### src/rtl/alu_nibble_sequencer_if.sv
// alu_nibble_sequencer_if: request/result bus plus 4-bit ALU core bus of the nibble sequencer.
// Under ALU_SEQ_ABORT_EN the bus also carries the abort request.
interface alu_nibble_sequencer_if #(parameter int NIBBLES = 4);
  localparam int W = 4 * NIBBLES;
  logic         start;
  logic [3:0]   op;
  logic [W-1:0] opa;
  logic [W-1:0] opb;
  logic         cin;
  logic         busy;
  logic         done;
  logic [W-1:0] result;
  logic         cout;
  logic         ovf;
  logic         zero;
  logic         sign;
  logic [3:0]   alu_sel;
  logic [3:0]   alu_a;
  logic [3:0]   alu_b;
  logic         alu_ci;
  logic [3:0]   alu_r;
  logic         alu_co;
  logic         alu_ov;
`ifdef ALU_SEQ_ABORT_EN
  logic         abort;
  modport master (output start, op, opa, opb, cin, abort, alu_r, alu_co, alu_ov,
                  input  busy, done, result, cout, ovf, zero, sign, alu_sel, alu_a, alu_b, alu_ci);
  modport slave  (input  start, op, opa, opb, cin, abort, alu_r, alu_co, alu_ov,
                  output busy, done, result, cout, ovf, zero, sign, alu_sel, alu_a, alu_b, alu_ci);
`else
  modport master (output start, op, opa, opb, cin, alu_r, alu_co, alu_ov,
                  input  busy, done, result, cout, ovf, zero, sign, alu_sel, alu_a, alu_b, alu_ci);
  modport slave  (input  start, op, opa, opb, cin, alu_r, alu_co, alu_ov,
                  output busy, done, result, cout, ovf, zero, sign, alu_sel, alu_a, alu_b, alu_ci);
`endif
endinterface

### src/rtl/alu_nibble_sequencer.sv
// alu_nibble_sequencer: runs W-bit ops on a shared 4-bit ALU core, one nibble per clock, LSB first.
// Optional ALU_SEQ_ABORT_EN adds an abort request that drops a running operation without DONE.
module alu_nibble_sequencer #(
  parameter int NIBBLES = 4
) (
  input logic clk,
  input logic rst_n,
  alu_nibble_sequencer_if.slave bus
);
  localparam int W  = 4 * NIBBLES;
  localparam int KW = $clog2(NIBBLES);
  typedef enum logic [1:0] {IDLE, RUN, FIN} state_t;
  state_t        state_q, state_d;
  logic [KW-1:0] k_q, k_d;
  logic [3:0]    op_q, op_d;
  logic [W-1:0]  opa_q, opa_d, opb_q, opb_d, acc_q, acc_d, result_q, result_d;
  logic          cin_q, cin_d, carry_q, carry_d, cout_q, cout_d, ovf_q, ovf_d;
  logic          run, last, abort;
  assign run  = state_q == RUN;
  assign last = k_q == KW'(NIBBLES - 1);
`ifdef ALU_SEQ_ABORT_EN
  assign abort = bus.abort;
`else
  assign abort = 1'b0;
`endif
  always_ff @(posedge clk or negedge rst_n) begin
    if (!rst_n) begin
      state_q  <= IDLE;
      k_q      <= '0;
      op_q     <= '0;
      opa_q    <= '0;
      opb_q    <= '0;
      cin_q    <= 1'b0;
      carry_q  <= 1'b0;
      acc_q    <= '0;
      result_q <= '0;
      cout_q   <= 1'b0;
      ovf_q    <= 1'b0;
    end else begin
      state_q  <= state_d;
      k_q      <= k_d;
      op_q     <= op_d;
      opa_q    <= opa_d;
      opb_q    <= opb_d;
      cin_q    <= cin_d;
      carry_q  <= carry_d;
      acc_q    <= acc_d;
      result_q <= result_d;
      cout_q   <= cout_d;
      ovf_q    <= ovf_d;
    end
  end
  // The word result is published as the last nibble lands, so it is valid while DONE is high.
  always_comb begin
    state_d  = state_q;
    k_d      = k_q;
    op_d     = op_q;
    opa_d    = opa_q;
    opb_d    = opb_q;
    cin_d    = cin_q;
    carry_d  = carry_q;
    acc_d    = acc_q;
    result_d = result_q;
    cout_d   = cout_q;
    ovf_d    = ovf_q;
    if (state_q == IDLE && bus.start) begin
      state_d = RUN;
      k_d     = '0;
      op_d    = bus.op;
      opa_d   = bus.opa;
      opb_d   = bus.opb;
      cin_d   = bus.cin;
    end else if (run && abort) begin
      state_d = IDLE;
    end else if (run) begin
      acc_d[4*k_q +: 4] = bus.alu_r;
      carry_d = bus.alu_co;
      k_d     = k_q + 1'b1;
      if (last) begin
        state_d  = FIN;
        cout_d   = bus.alu_co;
        ovf_d    = bus.alu_ov;
        result_d = acc_d;
      end
    end else if (state_q == FIN) begin
      state_d = IDLE;
    end
  end
  // ADD/SUB switch to their carry-chaining core variants above nibble 0.
  always_comb begin
    bus.alu_a   = run ? opa_q[4*k_q +: 4] : 4'd0;
    bus.alu_b   = run ? opb_q[4*k_q +: 4] : 4'd0;
    bus.alu_sel = !run ? 4'd0 : (!op_q[2] && !op_q[1] && k_q != '0) ? {op_q[3], 2'b01, op_q[0]} : op_q;
    bus.alu_ci  = !run || op_q[2] ? 1'b0 : k_q != '0 ? carry_q : op_q[1] & cin_q;
  end
  assign bus.busy   = state_q != IDLE;
  assign bus.done   = state_q == FIN;
  assign bus.result = result_q;
  assign bus.cout   = cout_q;
  assign bus.ovf    = ovf_q;
  assign bus.zero   = result_q == '0;
  assign bus.sign   = result_q[W-1] ^ ovf_q;
endmodule

### src/flat_wrapper.sv
// flat-port wrapper written by rule: the top's interface ports become plain ports
module alu_nibble_sequencer_flat 
#(
  parameter int NIBBLES = 4
)
  (clk, rst_n, bus_start, bus_op, bus_opa, bus_opb, bus_cin, bus_alu_r, bus_alu_co, bus_alu_ov, bus_busy, bus_done, bus_result, bus_cout, bus_ovf, bus_zero, bus_sign, bus_alu_sel, bus_alu_a, bus_alu_b, bus_alu_ci);
  alu_nibble_sequencer_if #(.NIBBLES(NIBBLES)) bus_i ();
  input logic clk;
  input logic rst_n;
  input wire logic [$bits(bus_i.start)-1:0] bus_start;
  input wire logic [$bits(bus_i.op)-1:0] bus_op;
  input wire logic [$bits(bus_i.opa)-1:0] bus_opa;
  input wire logic [$bits(bus_i.opb)-1:0] bus_opb;
  input wire logic [$bits(bus_i.cin)-1:0] bus_cin;
  input wire logic [$bits(bus_i.alu_r)-1:0] bus_alu_r;
  input wire logic [$bits(bus_i.alu_co)-1:0] bus_alu_co;
  input wire logic [$bits(bus_i.alu_ov)-1:0] bus_alu_ov;
  output wire logic [$bits(bus_i.busy)-1:0] bus_busy;
  output wire logic [$bits(bus_i.done)-1:0] bus_done;
  output wire logic [$bits(bus_i.result)-1:0] bus_result;
  output wire logic [$bits(bus_i.cout)-1:0] bus_cout;
  output wire logic [$bits(bus_i.ovf)-1:0] bus_ovf;
  output wire logic [$bits(bus_i.zero)-1:0] bus_zero;
  output wire logic [$bits(bus_i.sign)-1:0] bus_sign;
  output wire logic [$bits(bus_i.alu_sel)-1:0] bus_alu_sel;
  output wire logic [$bits(bus_i.alu_a)-1:0] bus_alu_a;
  output wire logic [$bits(bus_i.alu_b)-1:0] bus_alu_b;
  output wire logic [$bits(bus_i.alu_ci)-1:0] bus_alu_ci;
  assign bus_i.start = bus_start;
  assign bus_i.op = bus_op;
  assign bus_i.opa = bus_opa;
  assign bus_i.opb = bus_opb;
  assign bus_i.cin = bus_cin;
  assign bus_i.alu_r = bus_alu_r;
  assign bus_i.alu_co = bus_alu_co;
  assign bus_i.alu_ov = bus_alu_ov;
  assign bus_busy = bus_i.busy;
  assign bus_done = bus_i.done;
  assign bus_result = bus_i.result;
  assign bus_cout = bus_i.cout;
  assign bus_ovf = bus_i.ovf;
  assign bus_zero = bus_i.zero;
  assign bus_sign = bus_i.sign;
  assign bus_alu_sel = bus_i.alu_sel;
  assign bus_alu_a = bus_i.alu_a;
  assign bus_alu_b = bus_i.alu_b;
  assign bus_alu_ci = bus_i.alu_ci;
  alu_nibble_sequencer #(.NIBBLES(NIBBLES)) u_core (.clk(clk), .rst_n(rst_n), .bus(bus_i));
endmodule
### config.mk
export PLATFORM = sky130hd
export DESIGN_NAME = alu_nibble_sequencer_flat
export DESIGN_NICKNAME = d
export VERILOG_FILES = /design/src/rtl/alu_nibble_sequencer_if.sv /design/src/rtl/alu_nibble_sequencer.sv /design/src/flat_wrapper.sv
export SDC_FILE = /design/constraint.sdc
export NUM_CORES = 1
export LEC_CHECK = 0
export ABC_AREA = 1
export BUFFER_PORTS_ARGS = -buffer_cell sky130_fd_sc_hd__buf_2
export CAP_MARGIN = 40
export CORE_ASPECT_RATIO = 1.4
export CORE_MARGIN = 2
export CORE_UTILIZATION = 49
export CTS_CLUSTER_SIZE = 14
export DETAILED_ROUTE_END_ITERATION = 16
export GPL_TIMING_DRIVEN = 0
export PLACE_DENSITY_LB_ADDON = 0.08
export SLEW_MARGIN = 10
export SYNTH_ARGS = -nofsm -noshare
export SYNTH_HDL_FRONTEND = slang
export SYNTH_SLANG_ARGS = --single-unit
### constraint.sdc
create_clock -name clk -period 2.4 [get_ports clk]
set_input_delay 0.12 -clock clk [delete_from_list [all_inputs] [get_ports clk]]
set_output_delay 0.12 -clock clk [all_outputs]
set_load 0.005 [all_outputs]
# Word-level counts from Yosys, hierarchy flattened
# Cells that the tools add are included.
[word_totals] ff_bits=76 mem_count=0 out_inout_bits=35 latch_bits=0 ram_bits=0 inputBits=46 mem_bits_ro=0 word_cells=53
[op_classes] n_addsub=2 eq_ne=4 bitwise_logic=3 mux=13 reduce_logical=16 magnitude_cmp=0 shift=4 n_div=0 n_mul=0
[op_table] cell="$neg 4->34" n=1
[op_table] cell="$shift 4x34->16 const A" n=1
[op_table] cell="$shiftx 4x34->16" n=1
[op_table] cell="$shiftx 16x5->4" n=2
[op_table] cell="$bwmux 16" n=1
[op_table] cell="$logic_not 16->1" n=1
[op_table] cell="$mux 2" n=6
[op_table] cell="$mux 4" n=3
[op_table] cell="$reduce_bool 2->1" n=3
[op_table] cell="$eq 2x2->1 const B" n=2
[op_table] cell="$reduce_and 2->1" n=2
[op_table] cell="$logic_and 1x1->1" n=3
[op_table] cell="$logic_not 1->1" n=3
[op_table] cell="$mux 3" n=1
[op_table] cell="$ne 3x3->1 const B" n=1
[op_table] cell="$reduce_and 3->1" n=1
[op_table] cell="$reduce_bool 3->1" n=1
[op_table] cell="$add 2x1->2 const B" n=1
[op_table] cell="$eq 2x1->1 const B" n=1
[op_table] cell="$logic_not 2->1" n=1
[op_table] cell="$mux 1" n=2
[op_table] cell="$and 1x1->1" n=1
[op_table] cell="$logic_or 1x1->1" n=1
[op_table] cell="$not 1->1" n=1
[op_table] cell="$xor 1x1->1" n=1

# Logic depth before layout (Yosys ltp)
# Gate-level depths: netlist (run 1).
[depth] depth_word=5 depth_mapped=12 ltp_nobuf=9

# Worst setup path after synthesis (run 1)
# No wires, ideal clock.
[synth_timing] kind="flip-flop to flip-flop" startpoint="register u_core.k_q[0]" endpoint="register u_core.acc_q[7]" path_stages_with_launch=13 required_time_ns=2.334 t_arrival_ns=1.747 setup_time_ns=0.066 synth_period_minus_slack_ns=1.813 n_path_buf=3 setup_slack_ns=0.587 cell_sequence="dfrtp_1 buf_2 inv_1 buf_2 ha_1 buf_2 inv_1 nand2_1 nor2_1 nand2_1 nand2_1 nand2_1 nand2_1"
[synth_between] elab_chain_len=3 word_cells_on_any_way=4 classes_between="add/sub (1); shift (2); mux (1)"
[synth_lines] item="start, declared" line_no="alu_nibble_sequencer.sv:14" rtl="logic [KW-1:0] k_q, k_d;"
[synth_lines] item="start signal, assigned" line_no="alu_nibble_sequencer.sv:41" rtl="k_q <= k_d;"
[synth_lines] item="$neg 4->34 (*)" line_no="alu_nibble_sequencer.sv:76" rtl="acc_d[4*k_q +: 4] = bus.alu_r;"
[synth_lines] item="$shiftx 4x34->16 / $shift 4x34->16 (equally long branches)" line_no="alu_nibble_sequencer.sv:76"
[synth_lines] item="$bwmux 16 (*)" line_no="alu_nibble_sequencer.sv:76"
[synth_lines] item="end signal, assigned" line_no="alu_nibble_sequencer.sv:35" rtl="acc_q <= '0;"
[synth_lines] item="end signal, assigned" line_no="alu_nibble_sequencer.sv:47" rtl="acc_q <= acc_d;"
[synth_lines] item="end, declared" line_no="alu_nibble_sequencer.sv:16" rtl="logic [W-1:0] opa_q, opa_d, opb_q, opb_d, acc_q, acc_d, result_q, result_d;"
# Mark *: on every way between the ends. The rest lies on a longest branch, timed or not.
# A chain may end at the register's enable or synchronous reset.

# Final worst setup path (run 1)
[layout_timing] startpoint="register u_core.k_q[0]" endpoint="output bus_alu_ci"
[layout_between] elab_chain_len=3
[layout_lines] item="$reduce_bool 2->1" line_no="alu_nibble_sequencer.sv:94" rtl="bus.alu_ci = !run || op_q[2] ? 1'b0 : k_q != '0 ? carry_q : op_q[1] & cin_q;"
[layout_lines] item="$mux 1 (2 in a row)" line_no="alu_nibble_sequencer.sv:94"
[layout_lines] item="end, declared" line_no="flat_wrapper.sv:28" rtl="output wire logic [$bits(bus_i.alu_ci)-1:0] bus_alu_ci;"
# No other way between the ends.

==> qor.yml, run 1 <==
clocking:
  cts_post_setup_buffers_inserted: 0
  clockBufferDepth: 2
  clock_latency_ns: 0.35
  cts_made_buffers: 9
  cts.sink_count: 76
  cts_tree: "done"
  clock_tree.htree_level_count: 3
  clk_root_buffer_cell: "sky130_fd_sc_hd__clkbuf_8"
  clk_pin_slew_ns: 0.07
setup_path:
  criticalPathCategory: "reg2out"
  worstReg2RegStart: "u_core.k_q[0]$_DFFE_PN0P_"
  cp_launch_point: "u_core.k_q[0]$_DFFE_PN0P_"
  critical_path_required_ns: 2.28
  worstPathArrival_ns: 2.12
  critical_path_peak_fanout: 12
  worst_setup_ep_type: "output port"
  worst_setup_path_start_kind: "flip-flop"
grt:
  gr-usage-met1: 0.275
  grt_pass1_vias: 3498
  grt_max_degree: 47
  globalRouteMet3Util: 0.0396
  global_route.usage.met2: 0.450
  gr-usage-all-layers: 0.247
  antenna_found_initial: 0
  grt_pass1_wl_um: 15900
  gr-total-overflow: 0
  gr-max-usage-layer: "met2"
timing:
  final-max-slew-violation-count: 0
  timing.slew.headroom: 0.672
  fin_worst_hold_slack_ns: 0.00792
  setup_repair_after_global_routing_missed_its_margin: "false"
  final.setup_skew_ns: 0.00478
  period_share: 0.932
  setup_violations: 0
  timing.setup.tns_ns: 0
  clock.fmax_mhz: 447
  final-hold-violation-count: 0
  tightestPinTransition_ns: 0.492
  post-route-min-period_ns: 2.24
drt:
  detail_route.vias_per_cell: 4.86
  post-route-drc-count: 0
  detail_route.first_pass.iterations: 4
  finalWirelength_um: 9350
  route.vias.total: 3474
  routed_wirelength_normalized_by_instance_count_um: 13.1
  antenna_violating_nets_post_route: 0
  drt_first_iter_violations: 187
power_and_ir_drop:
  switchingPower_mw: 2.44
  pwr-share-seq: 0.377
  cell_internal_pwr_mw: 3.21
  pwr-share-clk: 0.152
  leakagePower_nw: 2.69
  comb_power_share: 0.471
  max-vdd-ir-drop_v: 0.000602
  fraction_of_power_spent_switching_nets: 0.431
  power-per-cell-area_mw_per_mm2: 1200
logic_synthesis:
  flops_latches_synth: 76
  ys_warn_count: 0
  synth-seq-area-share: 0.511
  synthesis.instances: 496
  mappedNetlistArea_sq_mm: 0.00372
  synth_cell_type_count: 26
  synthTopCellsByArea: "sky130_fd_sc_hd__dfrtp_1, sky130_fd_sc_hd__nand2_1, sky130_fd_sc_hd__nor2_1"
  post-synth-top-area-cell: "sky130_fd_sc_hd__dfrtp_1"
  syn_avg_cell_area_sq_um: 7.50
  mappedNetlistNets: 548
  post-synth-top-area-fraction: 0.511
cells_and_area:
  syn_to_final_growth_pct: 26.4
  fill_cells: 681
  final_layout_size_suffix_gt1_frac: 0.194
  post-route-util: 0.639
  insertedDiodeCount: 0
  finalNetCount: 665
floorplan:
  coreArea_sq_mm: 0.00736
  die_y_um: 107
  top_level_ports: 81
  fp-row-count: 37
  design.die.area_sq_mm: 0.00831
  die-width_um: 77.6
  initial_utilization: 0.505
worst_hold_path:
  timing.hold.worst.start: "bus_opb[10]"
  hold_path.class: "in2reg"
place:
  portBuffers: 79
  finalWeightedCongestion: 0.821
  dp_hpwl_um: 6680
flow_run:
  maxCapViolCount: 0
outcome:
  status: "complete, no violations"
## path summary, 6_finish.rpt
check                                                         end  slack, ns  cells after the start
worst max-delay path                                   bus_alu_ci       0.16                      9
worst min-delay path                 u_core.opb_q[10]$_DFFE_PN0P_      0.008                      3
worst max register to register  u_core.bus.result[13]$_DFFE_PN0P_       0.37                      9
worst min register to register       u_core.opa_q[14]$_DFFE_PN0P_       0.47                      2
max in group asynchronous        u_core.bus.result[9]$_DFFE_PN0P_       1.58                      3
min in group asynchronous             u_core.bus.cout$_DFFE_PN0P_       0.25                      2
## power by group through the flow
stage | registers [mW] | clock network, mW | logic [mW]
final | 2.13 | 0.857 | 2.66
after global routing | 2.20 | 0.935 | 3.04
after CTS | 2.13 | 0.878 | 2.67
after detailed placement | 2.15 | 0 | 2.61
after global placement | 2.13 | 0 | 2.56
after floorplan | 2.09 | 0 | 1.76
## cell families (layout without fill, tap and decap cells)
kind of cell	count (synthesis)	in the layout	synth area share
adders and majority gates	6	6	0.0202
and+or+nand+nor	322	322	0.351
DFF	76	76	0.511
xor gates and xnor gates	1	1	0.00235
buffers and inverters	53	175	0.0632
AOI/OAI and AO/OA	38	38	0.0515
## layout make-up
type,count,area [sq um],share of cell area
repair buffers,106,686,0.146
well taps,97,121,0.0258
clock buffers,14,153,0.0325
inverters,31,119,0.0253
clock inverters,2,10.0,0.00213
multi-input cells,367,1580,0.337
plain buffers,22,128,0.0271
flip-flops and latches,76,1900,0.405
## metrics by stage
step           worst slack (ns)  total power [mW]  area, sq um  std cells
2_1_floorplan             0.587              3.84         3720        496
3_3_place_gp              0.174              4.69         4240        672
3_5_place_dp              0.157              4.76         4270        673
4_1_cts                  0.0459              5.68         4690        715
5_1_grt                  0.0265              6.18         4700        715
6_report                  0.163              5.65         4700        715
## layer usage
metal / up-vias / routed length [um]
met3: 21 / 365
met5: - / 0
met4: 0 / 260
met1: 1588 / 3830
met2: 96 / 4900
li1: 1769 / -
## sequential cells by signal, indices dropped and copies added (netlist names)
name               count
u_core.bus.cout        1
u_core.op_q            4
u_core.opa_q          16
u_core.carry_q         1
u_core.bus.result     16
u_core.opb_q          16
u_core.bus.ovf         1
u_core.cin_q           1
u_core.state_q         2
u_core.k_q             2
u_core.acc_q          16
## worst max-delay path, cell delays in order (launching register included)
cell and delay [ns]:
sky130_fd_sc_hd__dfrtp_2 0.43, sky130_fd_sc_hd__buf_6 0.16, sky130_fd_sc_hd__inv_1 0.08, sky130_fd_sc_hd__buf_4 0.19
sky130_fd_sc_hd__ha_1 0.20, sky130_fd_sc_hd__clkbuf_4 0.18, sky130_fd_sc_hd__inv_2 0.14, sky130_fd_sc_hd__a21oi_1 0.05
sky130_fd_sc_hd__nor4_1 0.17, sky130_fd_sc_hd__buf_2 0.16
## Yosys cell counts, drive strengths merged
| cell | n |
|---|---|
| a21oi | 21 |
| buf | 20 |
| clkbuf | 2 |
| dfrtp | 76 |
| ha | 6 |
| inv | 31 |
| nand2 | 216 |
| nand3 | 28 |
| nand3b | 3 |
| nand4 | 6 |
| nor2 | 67 |
| nor3 | 1 |
| nor4 | 1 |
| o21ai | 16 |
| o22ai | 1 |
| xor2 | 1 |
## what timing repair did
| item | 4_1_cts | 5_1_grt |
|---|---|---|
| hold buffers | 26 | 0 |
| hold endpoints to repair | 55 | 0 |
| resized for setup | 3 | 3 |
| endpoints found under the setup margin | 1 | 2 |
## cells in the final DEF (no fill, tap or decap), drive strengths merged
cell type	count
dlygate4sd3	26
nand4	6
xor2	1
dfrtp	76
inv	31
nor3	1
nor4	1
clkbuf	17
nand3	28
buf	99
o22ai	1
a21oi	21
clkinv	2
nand2	216
o21ai	16
nor2	67
nand3b	3
ha	6
Power figures use the tool's default switching activity.
==> run 2: changes to the inputs <==
CELL_PAD_IN_SITES_DETAIL_PLACEMENT = 0   (was default)
CELL_PAD_IN_SITES_GLOBAL_PLACEMENT = 2   (was default)
CORE_UTILIZATION = 30   (was 49)
==> run 2 against run 1 <==
Combinational power increased by 2%. Non-clock buffer count decreased by 22. Clock power increased by 62%. Utilization decreased by 25 points. Final area decreased by 0.21%. Sequential share of layout area increased by 0.059 points. Count of clock-buffer cells in the layout decreased by 2. Die area increased by 60%. First-iteration DRC count decreased by 40%.
==> qor.yml, run 2 (synthesized netlist as in run 1, its figures left out) <==
timing:
  final-max-slew-violation-count: 0
  setup_repair_after_global_routing_missed_its_margin: "false"
  timing.slew.headroom: 0.616
  post-route-min-period_ns: 2.24
  timing.setup.tns_ns: 0
  setup_violations: 0
  period_share: 0.932
  tightestPinTransition_ns: 0.576
  final.setup_skew_ns: 0.00589
  final-hold-violation-count: 0
  clock.fmax_mhz: 447
drt:
  detail_route.first_pass.iterations: 4
  detail_route.vias_per_cell: 4.53
  route.vias.total: 3381
  finalWirelength_um: 10700
  drt_first_iter_violations: 112
  post-route-drc-count: 0
  antenna_violating_nets_post_route: 0
  routed_wirelength_normalized_by_instance_count_um: 14.3
cells_and_area:
  final_layout_size_suffix_gt1_frac: 0.208
  syn_to_final_growth_pct: 26.1
  insertedDiodeCount: 0
  layout.cells.most_common_list: "sky130_fd_sc_hd__nand2_1, sky130_fd_sc_hd__buf_2, sky130_fd_sc_hd__dfrtp_1"
  finalNetCount: 643
  design_area_sq_mm: 0.00469
  post-route-util: 0.385
  layoutNonFillerInstCount: 746
  mostFrequentLayoutCell: "sky130_fd_sc_hd__nand2_1"
place:
  dp_hpwl_um: 7910
  placed_area_sq_mm: 0.00433
  dp_cells: 726
  finalWeightedCongestion: 0.807
  portBuffers: 79
setup_path:
  critical_path_peak_fanout: 12
  critical_path_required_ns: 2.28
  ff2ff_path_depth: 13
  worstPathArrival_ns: 2.12
  worst_setup_ep_type: "output port"
  setup.reg_to_reg.worst_slack_ns: 0.22
  criticalPathCategory: "reg2out"
  worst_setup_path_start_kind: "flip-flop"
  timing.rr.end: "u_core.bus.result[6]$_DFFE_PN0P_"
  worstReg2RegStart: "u_core.k_q[0]$_DFFE_PN0P_"
clocking:
  cts_made_buffers: 9
  cts_tree: "done"
  clock_latency_ns: 0.34
  clock_tree.htree_level_count: 3
  clk_pin_slew_ns: 0.06
  clk_root_buffer_cell: "sky130_fd_sc_hd__clkbuf_16"
  clockBufferDepth: 2
  cts.sink_count: 76
floorplan:
  initial_utilization: 0.305
  die_y_um: 136
  coreArea_sq_mm: 0.0122
  fp-row-count: 48
  die-width_um: 98.1
  design.die.area_sq_mm: 0.0133
  top_level_ports: 81
power_and_ir_drop:
  pwr-share-clk: 0.223
  max-vdd-ir-drop_v: 0.000378
  comb_power_share: 0.436
  switchingPower_mw: 2.59
  power-per-cell-area_mw_per_mm2: 1330
  pwr-share-seq: 0.341
  cell_internal_pwr_mw: 3.66
  power.total_mw: 6.25
  leakagePower_nw: 2.66
  fraction_of_power_spent_switching_nets: 0.414
grt:
  antenna_found_initial: 0
  gr-total-overflow: 0
  grt_pass1_wl_um: 17300
  grt_max_degree: 59
  gr-usage-all-layers: 0.169
  grt_pass1_vias: 3377
outcome:
  status: "complete, no violations"
worst_hold_path:
  worstHoldEndpoint: "u_core.opa_q[3]$_DFFE_PN0P_"
  timing.hold.worst.start: "bus_opa[3]"
  min_delay_path_depth: 3
  hold_path.class: "in2reg"
flow_run:
  maxCapViolCount: 0
[run 2: cell types whose count changed in the layout (fill, tap and decap cells not counted)]
cell	previous run	this run
sky130_fd_sc_hd__dfrtp_2	1	0
sky130_fd_sc_hd__buf_4	4	6
sky130_fd_sc_hd__clkbuf_1	6	3
sky130_fd_sc_hd__clkinvlp_4	0	2
sky130_fd_sc_hd__inv_2	4	3
sky130_fd_sc_hd__nor4_1	1	0
sky130_fd_sc_hd__clkbuf_16	0	9
sky130_fd_sc_hd__dfrtp_1	75	76
sky130_fd_sc_hd__clkbuf_8	10	2
sky130_fd_sc_hd__dlygate4sd3_1	26	3
sky130_fd_sc_hd__buf_6	2	1
sky130_fd_sc_hd__bufinv_16	0	1
sky130_fd_sc_hd__nor4_2	0	1
[run 2: area by class of cell]
cell class / count / area (sq um)
Inverter: 31 / 123
Clock inverter: 4 / 47.5
Tap cell: 150 / 188
Clock buffer: 12 / 256
Multi-Input combinational cell: 367 / 1590
Sequential cell: 76 / 1900
Timing Repair Buffer: 84 / 463
Fill cell: 1322 / 7500
Buffer: 22 / 124
[run 2: worst max path at each step]
stage          cells after the start  slack [ns]                               end                      start
6_report                           8        0.16                        bus_alu_ci  u_core.k_q[0]$_DFFE_PN0P_
5_1_grt                           13        0.02       u_core.acc_q[7]$_DFFE_PN0P_  u_core.k_q[0]$_DFFE_PN0P_
4_1_cts                            8        0.05                        bus_alu_ci  u_core.k_q[0]$_DFFE_PN0P_
3_5_place_dp                      12        0.08  u_core.bus.result[6]$_DFFE_PN0P_  u_core.k_q[0]$_DFFE_PN0P_
3_3_place_gp                      12        0.08       u_core.acc_q[6]$_DFFE_PN0P_  u_core.k_q[0]$_DFFE_PN0P_
2_1_floorplan                     12        0.59       u_core.acc_q[7]$_DFFE_PN0P_  u_core.k_q[0]$_DFFE_PN0P_
[run 2: routing by layer]
metal / wire length, um / part of all wire / track usage
met2: 5630 / 0.53 / 0.306
met5: 0 / 0 / 0
met1: 4510 / 0.42 / 0.199
met3: 395 / 0.037 / 0.0335
met4: 159 / 0.015 / 0.0563
[run 2: stage by stage]
step	hold slack, ns	setup slack, ns
2_1_floorplan	-0.176	0.587
3_3_place_gp	0.325	0.0835
3_5_place_dp	0.0233	0.0754
4_1_cts	0.00187	0.0492
5_1_grt	0.0176	0.0201
6_report	0.00845	0.162
[run 2: power groups by stage]
stage | sequential [mW] | clock, mW | combinational, mW
2_1_floorplan | 2.09 | 0 | 1.76
3_3_place_gp | 2.13 | 0 | 2.71
3_5_place_dp | 2.15 | 0 | 2.74
4_1_cts | 2.13 | 1.43 | 2.79
5_1_grt | 2.20 | 1.48 | 3.14
6_report | 2.13 | 1.39 | 2.72
[run 2: timing repair]
item / in CTS / in global routing
buffers inserted: 1 / 0
hold buffers: 3 / 0
hold endpoints to repair: 20 / 0
gates resized for setup: 3 / 2
endpoints found under the setup margin: 1 / 1
[run 2: worst max-delay path, cell delays in order, from the launching register on]
cell	delay [ns]
sky130_fd_sc_hd__dfrtp_1	0.44
sky130_fd_sc_hd__buf_4	0.21
sky130_fd_sc_hd__inv_1	0.10
sky130_fd_sc_hd__buf_4	0.19
sky130_fd_sc_hd__ha_1	0.16
sky130_fd_sc_hd__clkbuf_4	0.21
sky130_fd_sc_hd__nor2_1	0.08
sky130_fd_sc_hd__nor4_2	0.24
sky130_fd_sc_hd__buf_2	0.15
==> run 3: changes to the inputs <==
CORE_UTILIZATION = 31   (was 30)
CTS_BUF_LIST = sky130_fd_sc_hd__clkbuf_4 sky130_fd_sc_hd__clkbuf_8   (was default)
PLACE_DENSITY = 0.78   (was default)
PLACE_DENSITY_LB_ADDON = default   (was 0.08)
==> run 3 against run 2 <==
Critical path type unchanged. Wire length fell by 2.3%. Sequential share of layout area is 0.85 points lower. Sequential power is essentially flat. Maximum frequency grew 0.70%. Die area decreased by 3.1%. Final area grew 2.1%. Highest routed layer unchanged. Critical path depth unchanged. Non-clock buffer count rose by 20. Largest cell class unchanged. Clock skew grew 0.0070 ns. Via count increased by 1.4%. Power down 6.0%. Clock power shrank 27%.
==> qor.yml, run 3 (synthesized netlist as in run 1, its figures left out) <==
cells_and_area:
  post-route-util: 0.407
  insertedDiodeCount: 0
  total_area_of_sequential_cells_sq_mm: 0.00190
  finalNetCount: 663
  mostFrequentLayoutCell: "sky130_fd_sc_hd__nand2_1"
  fill_cells: 1283
  design_area_sq_mm: 0.00479
  layout.cells.most_common_list: "sky130_fd_sc_hd__nand2_1, sky130_fd_sc_hd__buf_2, sky130_fd_sc_hd__dfrtp_1"
  syn_to_final_growth_pct: 28.8
  multi_input_area_sq_mm: 0.00159
  final_layout_size_suffix_gt1_frac: 0.203
worst_hold_path:
  hold_path.class: "in2reg"
drt:
  met3RoutedLength_um: 399
  wl_met2_um: 5430
  detail_route.vias_per_cell: 4.49
  drt_first_iter_violations: 79
  detail_route.first_pass.iterations: 4
  antenna_violating_nets_post_route: 0
  route.vias.total: 3428
  post-route-drc-count: 0
  wirelength_met1_um: 4500
  highest_layer: "met4"
  finalWirelength_um: 10500
  routed_wirelength_normalized_by_instance_count_um: 13.7
grt:
  grt_pass1_vias: 3371
  grt_pass1_wl_um: 16600
  gr-total-overflow: 0
  gr-usage-all-layers: 0.170
  grt_max_degree: 52
  antenna_found_initial: 0
setup_path:
  worst_path_max_delay_cell: "sky130_fd_sc_hd__dfrtp_1"
  crit_chain: "buf_4 > inv_1 > buf_4 > ha_1 > clkbuf_4 > nor2_1 > nor4_2 > buf_2"
  worstPathArrival_ns: 2.10
  worst_setup_path_start_kind: "flip-flop"
  critical_path_required_ns: 2.28
  slowest_delay_ns: 0.40
  critical_path.most_common_cell: "sky130_fd_sc_hd__buf_4"
  criticalPathCategory: "reg2out"
  critical_path_peak_fanout: 12
  worst_setup_ep_type: "output port"
power_and_ir_drop:
  max-vdd-ir-drop_v: 0.000507
  power-per-cell-area_mw_per_mm2: 1230
  leakagePower_nw: 2.69
  power.total_mw: 5.87
timing:
  post-route-min-period_ns: 2.22
  final.setup_skew_ns: 0.0129
  final-max-slew-violation-count: 0
  post-route-worst-setup-slack_ns: 0.178
  tightestPinTransition_ns: 0.555
  timing.slew.headroom: 0.630
  clock.fmax_mhz: 450
  setup_violations: 0
  setup_repair_after_global_routing_missed_its_margin: "false"
  period_share: 0.926
  timing.setup.tns_ns: 0
  final-hold-violation-count: 0
clocking:
  clk_pin_slew_ns: 0.09
  cts_made_buffers: 9
  clock_latency_ns: 0.35
  clockBufferDepth: 2
  cts_tree: "done"
  clock_tree.htree_level_count: 3
  cts.sink_count: 76
  clk_root_buffer_cell: "sky130_fd_sc_hd__clkbuf_8"
floorplan:
  die_y_um: 134
  design.die.area_sq_mm: 0.0129
  initial_utilization: 0.316
  fp-row-count: 47
  die-width_um: 96.6
  coreArea_sq_mm: 0.0118
  top_level_ports: 81
place:
  dp_hpwl_um: 7720
  portBuffers: 79
  placed_area_sq_mm: 0.00433
  finalWeightedCongestion: 0.781
  dp_slack_ns: 0.0536
flow_run:
  maxCapViolCount: 0
outcome:
  status: "complete, no violations"
==> run 3: cell count changes in the layout (fill, tap and decap cells not counted) <==
cell / change
sky130_fd_sc_hd__clkinv_4: +1
sky130_fd_sc_hd__clkinvlp_4: +1
sky130_fd_sc_hd__clkinv_2: -2
sky130_fd_sc_hd__dlygate4sd3_1: +20
sky130_fd_sc_hd__clkbuf_1: -1
sky130_fd_sc_hd__clkbuf_8: +8
sky130_fd_sc_hd__buf_2: -1
sky130_fd_sc_hd__clkbuf_16: -9
sky130_fd_sc_hd__clkbuf_4: +2
sky130_fd_sc_hd__inv_4: +1
==> run 3: worst paths after layout <==
path | start | to | slack (ns) | depth (start not counted)
min | bus_opa[7] | u_core.opa_q[7]$_DFFE_PN0P_ | 0.01 | 3
max | u_core.k_q[0]$_DFFE_PN0P_ | bus_alu_ci | 0.18 | 8
min reg2reg | u_core.opa_q[12]$_DFFE_PN0P_ | u_core.opa_q[12]$_DFFE_PN0P_ | 0.47 | 2
max in group asynchronous | rst_n | u_core.k_q[0]$_DFFE_PN0P_ | 1.58 | 3
max reg2reg | u_core.k_q[0]$_DFFE_PN0P_ | u_core.bus.result[13]$_DFFE_PN0P_ | 0.39 | 9
min in group asynchronous | rst_n | u_core.opb_q[11]$_DFFE_PN0P_ | 0.23 | 2
==> run 3: repair_timing <==
action,CTS,global route
hold buffers,23,0
setup buffers,1,0
resized for setup,3,4
hold endpoints to repair,47,0
pin swaps,0,0
setup endpoints to repair,2,1
==> run 3: metrics by stage <==
stage,hold slack (ns),instances
6_report,0.0125,763
5_1_grt,0.00390,763
4_1_cts,0.00250,763
3_5_place_dp,0.0704,723
3_3_place_gp,0.327,722
2_1_floorplan,-0.176,496
==> run 3: metal layers <==
| layer | vias up | global-route usage |
|---|---|---|
| li1 | 1767 | - |
| met1 | 1583 | 0.205 |
| met2 | 70 | 0.303 |
| met3 | 8 | 0.0317 |
| met4 | 0 | 0.0493 |
| met5 | - | 0 |
==> run 3: critical path: cells and delay by family (launching register included) <==
kind / cells / cell delay (ns)
buffers and inverters: 5 / 0.86
DFF: 1 / 0.40
and+or+nand+nor: 2 / 0.35
adders and majority gates: 1 / 0.16
==> run 3: layout make-up <==
cell class              instances  share of cell area
flip-flops and latches         76               0.397
multi-input cells             367               0.332
repair buffers                104               0.138
well taps                     147              0.0384
clock buffers                  11              0.0303
plain buffers                  22              0.0264
inverters                      31              0.0253
clock inverters                 5              0.0128
==> run 3: power breakdown <==
group / leakage (nW) / switching, mW / internal, mW
clock: 0.0952 / 0.497 / 0.522
sequential: 0.967 / 0.308 / 1.81
combinational: 1.63 / 1.73 / 1.01
total: 2.69 / 2.53 / 3.34
